## src/rtl/lsu_mem_sequencer_pkg.sv

```systemverilog
// Shared load/store definitions: funct3 access codes, sequencer state encoding
// and the access legality rule used by the sequencer.
package lsu_mem_sequencer_pkg;

  localparam logic [2:0] LS_B  = 3'b000;
  localparam logic [2:0] LS_H  = 3'b001;
  localparam logic [2:0] LS_W  = 3'b010;
  localparam logic [2:0] LS_BU = 3'b100;
  localparam logic [2:0] LS_HU = 3'b101;

  typedef enum logic [1:0] {
    ST_IDLE = 2'b00,
    ST_REQ  = 2'b01,
    ST_DONE = 2'b10
  } lsu_state_e;

  // Exactly one of read/write, a known funct3, natural alignment; stores have no unsigned forms.
  function automatic logic ls_legal(input logic rd, input logic wr,
                                    input logic [2:0] t, input logic [1:0] off);
    logic ok;
    ok = 1'b0;
    if (rd ^ wr) begin
      case (t)
        LS_B:    ok = 1'b1;
        LS_BU:   ok = rd;
        LS_H:    ok = ~off[0];
        LS_HU:   ok = rd & ~off[0];
        LS_W:    ok = (off == 2'b00);
        default: ok = 1'b0;
      endcase
    end
    return ok;
  endfunction

endpackage

```

## src/rtl/lsu_mem_sequencer_if.sv

```systemverilog
// Request/acknowledge data-memory bus between the load/store sequencer (master)
// and the data memory (slave).
interface lsu_mem_sequencer_if #(
  parameter int XLEN = 32
);
  logic            dmem_req;
  logic            dmem_we;
  logic [XLEN-1:0] dmem_addr;
  logic [3:0]      dmem_be;
  logic [XLEN-1:0] dmem_wdata;
  logic            dmem_ack;
  logic [XLEN-1:0] dmem_rdata;

  modport master (
    output dmem_req, dmem_we, dmem_addr, dmem_be, dmem_wdata,
    input  dmem_ack, dmem_rdata
  );

  modport slave (
    input  dmem_req, dmem_we, dmem_addr, dmem_be, dmem_wdata,
    output dmem_ack, dmem_rdata
  );
endinterface

```

## src/rtl/lsu_mem_sequencer_load_align.sv

```systemverilog
// Combinational load extraction: selects the byte/half lane of a read word and
// sign- or zero-extends it according to the load funct3.
module lsu_mem_sequencer_load_align
  import lsu_mem_sequencer_pkg::*;
#(
  parameter int XLEN = 32
) (
  input  logic [XLEN-1:0] i_word,
  input  logic [1:0]      i_off,
  input  logic [2:0]      i_type,
  output logic [XLEN-1:0] o_data
);

  logic [7:0]  w_byte;
  logic [15:0] w_half;

  assign w_byte = i_word[{i_off, 3'b000} +: 8];
  assign w_half = i_off[1] ? i_word[31:16] : i_word[15:0];

  always_comb begin
    o_data = i_word;
    case (i_type)
      LS_B:    o_data = {{24{w_byte[7]}}, w_byte};
      LS_BU:   o_data = {24'd0, w_byte};
      LS_H:    o_data = {{16{w_half[15]}}, w_half};
      LS_HU:   o_data = {16'd0, w_half};
      default: o_data = i_word;
    endcase
  end

endmodule

```

## src/rtl/lsu_mem_sequencer.sv

```systemverilog
// Multi-cycle load/store sequencer: stalls the pipeline while a data-memory
// access is outstanding, builds store lanes/byte enables and returns extended load data.
module lsu_mem_sequencer
  import lsu_mem_sequencer_pkg::*;
#(
  parameter int XLEN        = 32,
  parameter int TIMEOUT_CYC = 64
) (
  input  logic                clk,
  input  logic                rst_n,
  input  logic                mem_read_i,
  input  logic                mem_write_i,
  input  logic [2:0]          ls_type_i,
  input  logic [XLEN-1:0]     addr_i,
  input  logic [XLEN-1:0]     wdata_i,
  output logic                stall_o,
  output logic [XLEN-1:0]     rdata_o,
  output logic                rdata_valid_o,
  output logic                fault_o,
  output logic                timeout_o,
  lsu_mem_sequencer_if.master dmem
);

  localparam int CW = $clog2(TIMEOUT_CYC + 1);

  lsu_state_e      r_state;
  logic [2:0]      r_type;
  logic [1:0]      r_off;
  logic [CW-1:0]   r_cnt;
  logic            r_req;
  logic            r_we;
  logic [XLEN-1:0] r_addr;
  logic [3:0]      r_be;
  logic [XLEN-1:0] r_wdata;
  logic [XLEN-1:0] r_rdata;
  logic            r_rvalid;
  logic            r_timeout;

  logic            w_access;
  logic            w_legal;
  logic            w_accept;
  logic [XLEN-1:0] w_load_ext;

  function automatic logic [3:0] f_store_be(input logic [2:0] t, input logic [1:0] off);
    case (t)
      LS_B:    return 4'b0001 << off;
      LS_H:    return off[1] ? 4'b1100 : 4'b0011;
      default: return 4'hF;
    endcase
  endfunction

  function automatic logic [XLEN-1:0] f_store_data(input logic [2:0] t, input logic [XLEN-1:0] w);
    case (t)
      LS_B:    return {4{w[7:0]}};
      LS_H:    return {2{w[15:0]}};
      default: return w;
    endcase
  endfunction

  assign w_access = mem_read_i | mem_write_i;
  assign w_legal  = ls_legal(mem_read_i, mem_write_i, ls_type_i, addr_i[1:0]);
  assign w_accept = (r_state == ST_IDLE) & w_access & w_legal;

  // Accept and fault are decided in the same IDLE cycle the access is presented.
  assign stall_o = w_accept | (r_state == ST_REQ);
  assign fault_o = (r_state == ST_IDLE) & w_access & ~w_legal;

  lsu_mem_sequencer_load_align #(.XLEN(XLEN)) u_load_align (
    .i_word (dmem.dmem_rdata),
    .i_off  (r_off),
    .i_type (r_type),
    .o_data (w_load_ext)
  );

  always_ff @(posedge clk) begin
    if (!rst_n) begin
      r_state   <= ST_IDLE;
      r_type    <= 3'd0;
      r_off     <= 2'd0;
      r_cnt     <= '0;
      r_req     <= 1'b0;
      r_we      <= 1'b0;
      r_addr    <= '0;
      r_be      <= 4'd0;
      r_wdata   <= '0;
      r_rdata   <= '0;
      r_rvalid  <= 1'b0;
      r_timeout <= 1'b0;
    end else begin
      r_rvalid  <= 1'b0;
      r_timeout <= 1'b0;
      case (r_state)
        ST_IDLE: begin
          if (w_accept) begin
            r_type  <= ls_type_i;
            r_off   <= addr_i[1:0];
            r_we    <= mem_write_i;
            r_addr  <= {addr_i[XLEN-1:2], 2'b00};
            r_be    <= mem_write_i ? f_store_be(ls_type_i, addr_i[1:0]) : 4'hF;
            r_wdata <= mem_write_i ? f_store_data(ls_type_i, wdata_i) : '0;
            r_cnt   <= '0;
            r_req   <= 1'b1;
            r_state <= ST_REQ;
          end
        end
        ST_REQ: begin
          // An ack on the last watchdog cycle still completes the access.
          if (dmem.dmem_ack) begin
            r_req   <= 1'b0;
            r_state <= ST_DONE;
            if (!r_we) begin
              r_rdata  <= w_load_ext;
              r_rvalid <= 1'b1;
            end
          end else if ((r_cnt + 1'b1) == CW'(TIMEOUT_CYC)) begin
            r_cnt     <= r_cnt + 1'b1;
            r_req     <= 1'b0;
            r_rdata   <= '0;
            r_timeout <= 1'b1;
            r_state   <= ST_DONE;
          end else begin
            r_cnt <= r_cnt + 1'b1;
          end
        end
        ST_DONE: r_state <= ST_IDLE;
        default: r_state <= ST_IDLE;
      endcase
    end
  end

  assign rdata_o         = r_rdata;
  assign rdata_valid_o   = r_rvalid;
  assign timeout_o       = r_timeout;
  assign dmem.dmem_req   = r_req;
  assign dmem.dmem_we    = r_we;
  assign dmem.dmem_addr  = r_addr;
  assign dmem.dmem_be    = r_be;
  assign dmem.dmem_wdata = r_wdata;

endmodule
```

## src/flat_wrapper.sv

```systemverilog
// flat-port wrapper written by rule: the top's interface ports become plain ports
module lsu_mem_sequencer_flat import lsu_mem_sequencer_pkg::*;
#(
  parameter int XLEN        = 32,
  parameter int TIMEOUT_CYC = 64
)
  (clk, rst_n, mem_read_i, mem_write_i, ls_type_i, addr_i, wdata_i, stall_o, rdata_o, rdata_valid_o, fault_o, timeout_o, dmem_dmem_req, dmem_dmem_we, dmem_dmem_addr, dmem_dmem_be, dmem_dmem_wdata, dmem_dmem_ack, dmem_dmem_rdata);
  lsu_mem_sequencer_if #(.XLEN(XLEN)) dmem_i ();
  input  logic clk;
  input  logic rst_n;
  input  logic mem_read_i;
  input  logic mem_write_i;
  input  logic [2:0] ls_type_i;
  input  logic [XLEN-1:0] addr_i;
  input  logic [XLEN-1:0] wdata_i;
  output logic stall_o;
  output logic [XLEN-1:0] rdata_o;
  output logic rdata_valid_o;
  output logic fault_o;
  output logic timeout_o;
  output wire logic [$bits(dmem_i.dmem_req)-1:0] dmem_dmem_req;
  output wire logic [$bits(dmem_i.dmem_we)-1:0] dmem_dmem_we;
  output wire logic [$bits(dmem_i.dmem_addr)-1:0] dmem_dmem_addr;
  output wire logic [$bits(dmem_i.dmem_be)-1:0] dmem_dmem_be;
  output wire logic [$bits(dmem_i.dmem_wdata)-1:0] dmem_dmem_wdata;
  input wire logic [$bits(dmem_i.dmem_ack)-1:0] dmem_dmem_ack;
  input wire logic [$bits(dmem_i.dmem_rdata)-1:0] dmem_dmem_rdata;
  assign dmem_dmem_req = dmem_i.dmem_req;
  assign dmem_dmem_we = dmem_i.dmem_we;
  assign dmem_dmem_addr = dmem_i.dmem_addr;
  assign dmem_dmem_be = dmem_i.dmem_be;
  assign dmem_dmem_wdata = dmem_i.dmem_wdata;
  assign dmem_i.dmem_ack = dmem_dmem_ack;
  assign dmem_i.dmem_rdata = dmem_dmem_rdata;
  lsu_mem_sequencer #(.XLEN(XLEN), .TIMEOUT_CYC(TIMEOUT_CYC)) u_core (.clk(clk), .rst_n(rst_n), .mem_read_i(mem_read_i), .mem_write_i(mem_write_i), .ls_type_i(ls_type_i), .addr_i(addr_i), .wdata_i(wdata_i), .stall_o(stall_o), .rdata_o(rdata_o), .rdata_valid_o(rdata_valid_o), .fault_o(fault_o), .timeout_o(timeout_o), .dmem(dmem_i));
endmodule
```

## config.mk

```make
export PLATFORM = sky130hd
export DESIGN_NAME = lsu_mem_sequencer_flat
export DESIGN_NICKNAME = d
export VERILOG_FILES = /design/src/rtl/lsu_mem_sequencer_pkg.sv /design/src/rtl/lsu_mem_sequencer_if.sv /design/src/rtl/lsu_mem_sequencer_load_align.sv /design/src/rtl/lsu_mem_sequencer.sv /design/src/flat_wrapper.sv
export SDC_FILE = /design/constraint.sdc
export NUM_CORES = 1
export LEC_CHECK = 0
export ABC_AREA = 1
export BUFFER_PORTS_ARGS = -buffer_cell sky130_fd_sc_hd__buf_4
export CAP_MARGIN = 10
export CORE_UTILIZATION = 50
export DETAILED_ROUTE_END_ITERATION = 8
export GPL_ROUTABILITY_DRIVEN = 0
export PLACE_DENSITY = 0.78
export SYNTH_ARGS = -nofsm -noshare
export SYNTH_HDL_FRONTEND = slang
export SYNTH_SLANG_ARGS = --single-unit
```

## constraint.sdc

```tcl
create_clock -name clk -period 2.2 [get_ports clk]
set_clock_uncertainty 0.2 [all_clocks]
set_input_delay 0.11 -clock clk [delete_from_list [all_inputs] [get_ports clk]]
set_output_delay 0.11 -clock clk [all_outputs]
set_load 0.02 [all_outputs]
```

Word-level counts from Yosys, hierarchy flattened
Index checks and enable logic that the tools add are counted.

word-level totals
  register bits = 116
  word-level logic and storage cells = 77

operators by class
  add/sub/neg operators = 1
  equality and inequality tests = 13
  shifts and indexed selects = 2
  muxes and demuxes = 25
  bitwise logic cells = 11
  reductions and logical operators = 13

operators with widths
  kind                                           count
  2-to-1 mux 32 bit                              4
  case mux 32 bit (4 select lines)               1
  case mux 32 bit (2 select lines)               1
  variable part select 32 x 6 -> 8 bit           1
  2-to-1 mux 16 bit                              1
  2-to-1 mux 7 bit                               2
  case mux 7 bit (2 select lines)                1
  == test 3 bit, second input constant           4
  AND reduction 3 bit                            4
  2-to-1 mux 4 bit                               2
  case mux 4 bit (2 select lines)                1
  adder 7 x 1 -> 7 bit, second input constant    1
  == test 7 bit, second input constant           1
  == test 3 x 1 -> 1 bit, second input constant  2
  logical NOT 3 bit                              2
  2-to-1 mux 1 bit                               6
  2-to-1 mux 2 bit                               3
  case mux 1 bit (5 select lines)                1
  AND 1 bit                                      4
  logical NOT 2 bit                              2
  inequality test 2 bit, second input constant   2
  inverter 1 bit                                 4
  case mux 2 bit (2 select lines)                1
  AND reduction 2 bit                            2
  10 further kinds                               12

Logic depth before layout (Yosys ltp)
  depth in word-level cells = 7
  gate-level depth with buffers = 13

By module
Synthesis repeated with hierarchy kept, for this count alone.

unflattened totals
  cells, all modules = 937
  area total of the unflattened synthesis = 6117.1 um2

by module, submodules not included
  module                        instances  cells an instance  area an instance (um2)
  lsu_mem_sequencer             1          779                5318.9
  lsu_mem_sequencer_load_align  1          158                798.3

Least setup slack after synthesis
No wires, ideal clock.

  kind = flip-flop to flip-flop
  start = register u_core.r_cnt[0]
  end = register u_core.r_rdata[0] (netlist: u_core.rdata_o[0])
  arrival time = 1.500 ns
  data required time = 1.887 ns
  setup slack = 0.388 ns
  stages on the path, launching flop included = 13
  buffers on the path = 1
  cell sequence = dfxtp_1 ha_1 nand2_1 inv_1 nand3b_1 nand2_1 nor2_1 nand2_2 nand2_4 nand2_2 buf_2 nor2_1 nor2_1

between the ends
  cells in the longest elaborated chain, start to end = 4

ends and longest elaborated chain
  element                        RTL line                  RTL
  start: declaration             lsu_mem_sequencer.sv:29   logic [CW-1:0] r_cnt;
  start signal: assignment       lsu_mem_sequencer.sv:116  r_cnt <= r_cnt + 1'b1;
  start signal: assignment       lsu_mem_sequencer.sv:122  r_cnt <= r_cnt + 1'b1;
  adder 7 x 1 -> 7 bit           lsu_mem_sequencer.sv:115  end else if ((r_cnt + 1'b1) == CW'(TIMEOUT_CYC)) begin
  == test 7 bit                  lsu_mem_sequencer.sv:115
  nonzero test 2 bit (no line)   --
  AND reduction 3 bit (no line)  --
  end signal: assignment         lsu_mem_sequencer.sv:112  r_rdata <= w_load_ext;
  end: declaration               lsu_mem_sequencer.sv:35   logic [XLEN-1:0] r_rdata;

No other way between the ends.
A chain may end at the register's enable or synchronous reset.

Worst setup path after layout
  start = register u_core.r_type[1]
  end = register u_core.r_rdata[5] (netlist: u_core.rdata_o[5])

between the ends
  cells in the longest elaborated chain, start to end = 4
  elaborated cells between the ends (all ways) = 7

ends and longest elaborated chain
  element                                RTL line                            RTL
  start: declaration                     lsu_mem_sequencer.sv:27             logic [2:0] r_type;
  start signal: assignment               lsu_mem_sequencer.sv:95             r_type <= ls_type_i;
  == test 3 bit (tied with other cells)  lsu_mem_sequencer_load_align.sv:22  case (i_type)
  case mux 32 bit (4 select lines) (*)   lsu_mem_sequencer_load_align.sv:22
  2-to-1 mux 32 bit (*)                  lsu_mem_sequencer.sv:111            if (!r_we) begin
  2-to-1 mux 32 bit (*)                  lsu_mem_sequencer.sv:108            if (dmem.dmem_ack) begin

Every way passes the cells marked *; elsewhere a longest branch is shown, timed or not. The select of a mux whose other input is x is not followed.

==> results.yml <==
finish:
  nNetsFinal: 1276
  diodes: 0
  area.sequential_um2: 2330
  flow.area_growth_from_synthesis_pct: 62.2
  multi_input_area_um2: 2780
  postLayoutCellArea_um2: 9070
  drive_above_1_share_pct: 24.5
  final.fill_count: 687
  layout_commonest_cell: "sky130_fd_sc_hd__buf_4"
  top_library_cells_by_usage_in_the_layout_fill_and_taps_aside: "sky130_fd_sc_hd__buf_4 (227), sky130_fd_sc_hd__nand2_1 (214), sky130_fd_sc_hd__nor2_1 (146)"
flow_run:
  max_cap_violations: 0
worst_setup_path:
  worst_path_cell_with_the_longest_stage_delay: "sky130_fd_sc_hd__dlygate4sd3_1"
  critical_path.max_stage_delay_ns: 0.58
  critical_path.cell_chain: "buf_4 -> nor2_2 -> nand2_2 -> o221ai_1 -> dlygate4sd3_1 -> nand3_1 -> nand2_1 -> nor2_1"
  timing.critical_path.from_type: "flip-flop"
  ws_path_type: "flip-flop to flip-flop"
  path_buf_inv: 2
  critical_path.max_fanout: 21
  critical_path_required_ns: 2.42
  crit_arrival_ns: 2.31
  endpoint_kind: "flip-flop"
  crit_family: "buffers and inverters"
timing:
  fmax_ghz: 0.479
  report.final.slew_viol_count: 0
  timing.final.hold_violations: 0
  finalSetupViolCount: 0
  max_slew_margin_pct: 54.2
  rsz_0062_raised_after_global_routing: "yes"
  finalCriticalPeriod_ns: 2.09
  final.period_utilization_pct: 94.9
  worst_pin_slew_ns: 0.687
  timing.final.ws_setup_ns: 0.112
global_route:
  vias_in_the_first_global_route: 6919
  number_of_antenna_violations_at_the_first_check_in_global_routing: 0
  grt_start_max_net_pins: 47
  grtUsageTotal_pct: 36.9
  overflow: 0
  grt_pass1_wl_um: 32800
clock_network:
  numClockSinks: 116
  root_buffer: "sky130_fd_sc_hd__clkbuf_8"
  clock_tree_from_tritoncts: "done"
  clk_path_buf_depth: 2
  clk_pin_slew_worst_paths_ns: 0.06
  cts_inserted_buffers: 17
  cts_max_level: 4
  insertion_delay_ns: 0.53
pwr:
  max-vdd-ir-drop_mv: 0.667
  leakage_uw: 0.00425
  areal_power_density_over_the_cells_nw_per_um2: 659
yosys:
  yosys.cell_types.count: 31
  syn-mean-instance-area_um2: 6.50
  postSynth.topFlopCell: "sky130_fd_sc_hd__dfxtp_1"
  synth_edf_count: 0
  synthesis.area_um2: 5600
  number_of_register_bits_inferred_by_synthesis: 116
  synth-seq-area-share_pct: 41.5
  async_flop_share_pct: 0
  synth.yosys.warnings: 0
  synthesis.instances: 861
floorplan:
  floorplan.die_area_um2: 11600
  boundaryPins: 210
  initial_core_util_pct: 51.4
  rows: 38
  vertical_die_dimension_um: 108
  die_width_um: 108
  fp.coreArea_um2: 10900
place:
  postPlaceCellArea_um2: 7250
  numPortBuffers: 207
  worst_setup_timing_slack_at_the_placement_stage_ns: 0.171
  detailed_placement_hpwl_um: 11700
routing:
  number_of_detailed_route_iterations_in_the_first_pass: 5
  remaining_design_rule_violation_count: 0
  postRouteWirelength_um: 21300
  routed_via_density: 5.41
  detailedRoute.firstIterationViolations: 505
  residual_antenna_violating_net_count_after_detailed_routing: 0
  route.vias.total: 7158
  route.detailed.wl_per_inst_um: 16.1
run_status:
  run_status: "finished, final reports clean"
min_path:
  worstHoldPathType: "input port to flip-flop"
-- metal layers --
layer  wire, um  up-vias  global-route usage [%]  share of wire, %
li1           -     3363                       -                 -
met1       7930     3272                    40.8                37
met2      10400      429                    62.7                49
met3       2010       94                    11.0               9.4
met4        937        0                    20.7               4.4
met5          0        -                       0                 0
-- flip-flops by register name (all words and copies together) (netlist names) --
signal and cells:
u_core.dmem.dmem_addr 30, u_core.dmem.dmem_we 1, u_core.r_type 3, u_core.timeout_o 1, u_core.dmem.dmem_req 1, u_core.r_cnt 7
u_core.dmem.dmem_be 4, u_core.r_state 2, u_core.r_off 2, u_core.dmem.dmem_wdata 32, u_core.rdata_o 32, u_core.rdata_valid_o 1
-- cell families after synthesis --
group | synth area share, %
simple gates | 30.1
other cells | 0.0670
flops | 41.5
compound gates | 18.1
buf+inv | 9.73
fa+ha+maj | 0.447
-- synthesized netlist by cell type (all sizes together) (2+ instances only) --
library cell,count,area (um^2)
ha,2,25.0
dfxtp,116,2320
o21a,2,15.0
a21oi,112,564
or2,2,12.5
o221ai,3,26.3
o211ai,6,45.0
nand4,2,12.5
o21ai,67,335
clkbuf,30,113
inv,69,259
nand3,46,235
a221oi,2,17.5
nor3,4,20.0
nor2,148,563
nand2,219,835
buf,27,169
-- path summary, 6_finish.rpt --
path,start,end,slack (ns),cells after the start
hold reg to reg,u_core.dmem.dmem_wdata[26]$_SDFFE_PN0P_,u_core.dmem.dmem_wdata[26]$_SDFFE_PN0P_,0.27,2
setup / recovery,u_core.r_type[1]$_SDFFE_PN0P_,u_core.rdata_o[5]$_SDFFE_PN0P_,0.11,8
hold / removal,ls_type_i[0],u_core.r_type[0]$_SDFFE_PN0P_,0.003,6
setup reg to reg,u_core.r_type[1]$_SDFFE_PN0P_,u_core.rdata_o[5]$_SDFFE_PN0P_,0.11,8
-- stage by stage --
stage / setup TNS (ns) / total power, uW / utilization, % / hold WS [ns] / cells
after floorplan: 0 / 2710 / - / 0.0529 / 862
after global placement: 0 / 3060 / 66.6 / 0.160 / 1172
after detailed placement: 0 / 3070 / 66.6 / 0.167 / 1172
after CTS: 0 / 5910 / 82.3 / 0.00723 / 1316
after global routing: -0.0384 / 6170 / 83.3 / 0.0355 / 1323
final: 0 / 5980 / 83.3 / 0.00300 / 1323
-- area by class of cell --
| class | instances | area share [%] |
|---|---|---|
| inverter | 70 | 2.94 |
| multi-input combinational | 619 | 30.6 |
| clock buffer | 17 | 4.56 |
| clock inverter | 15 | 1.82 |
| timing repair buffer | 346 | 32.4 |
| tap | 140 | 1.93 |
| sequential | 116 | 25.7 |
-- report_power, final --
part           internal [uW]  leakage [uW]  switching (uW)
Clock                   1710      0.000283            1010
Sequential              2160      0.000940            40.8
Combinational            495       0.00302             564
Total                   4360       0.00425            1610
-- worst min-delay path, stage by stage --
cell and delay (ns):
sky130_fd_sc_hd__buf_4 0.10, sky130_fd_sc_hd__o21ai_2 0.06, sky130_fd_sc_hd__nand4_1 0.08, sky130_fd_sc_hd__buf_4 0.14
sky130_fd_sc_hd__buf_4 0.14, sky130_fd_sc_hd__a21oi_1 0.06
-- what timing repair did --
item | in CTS | in global routing
setup buffers | 1 | 7
pin swaps | 1 | 2
endpoints found under the hold margin | 116 | 0
hold buffers | 111 | 0
endpoints found under the setup margin | 1 | 17
gates resized for setup | 1 | 19
Note: power is estimated with default switching activity, not from simulation.
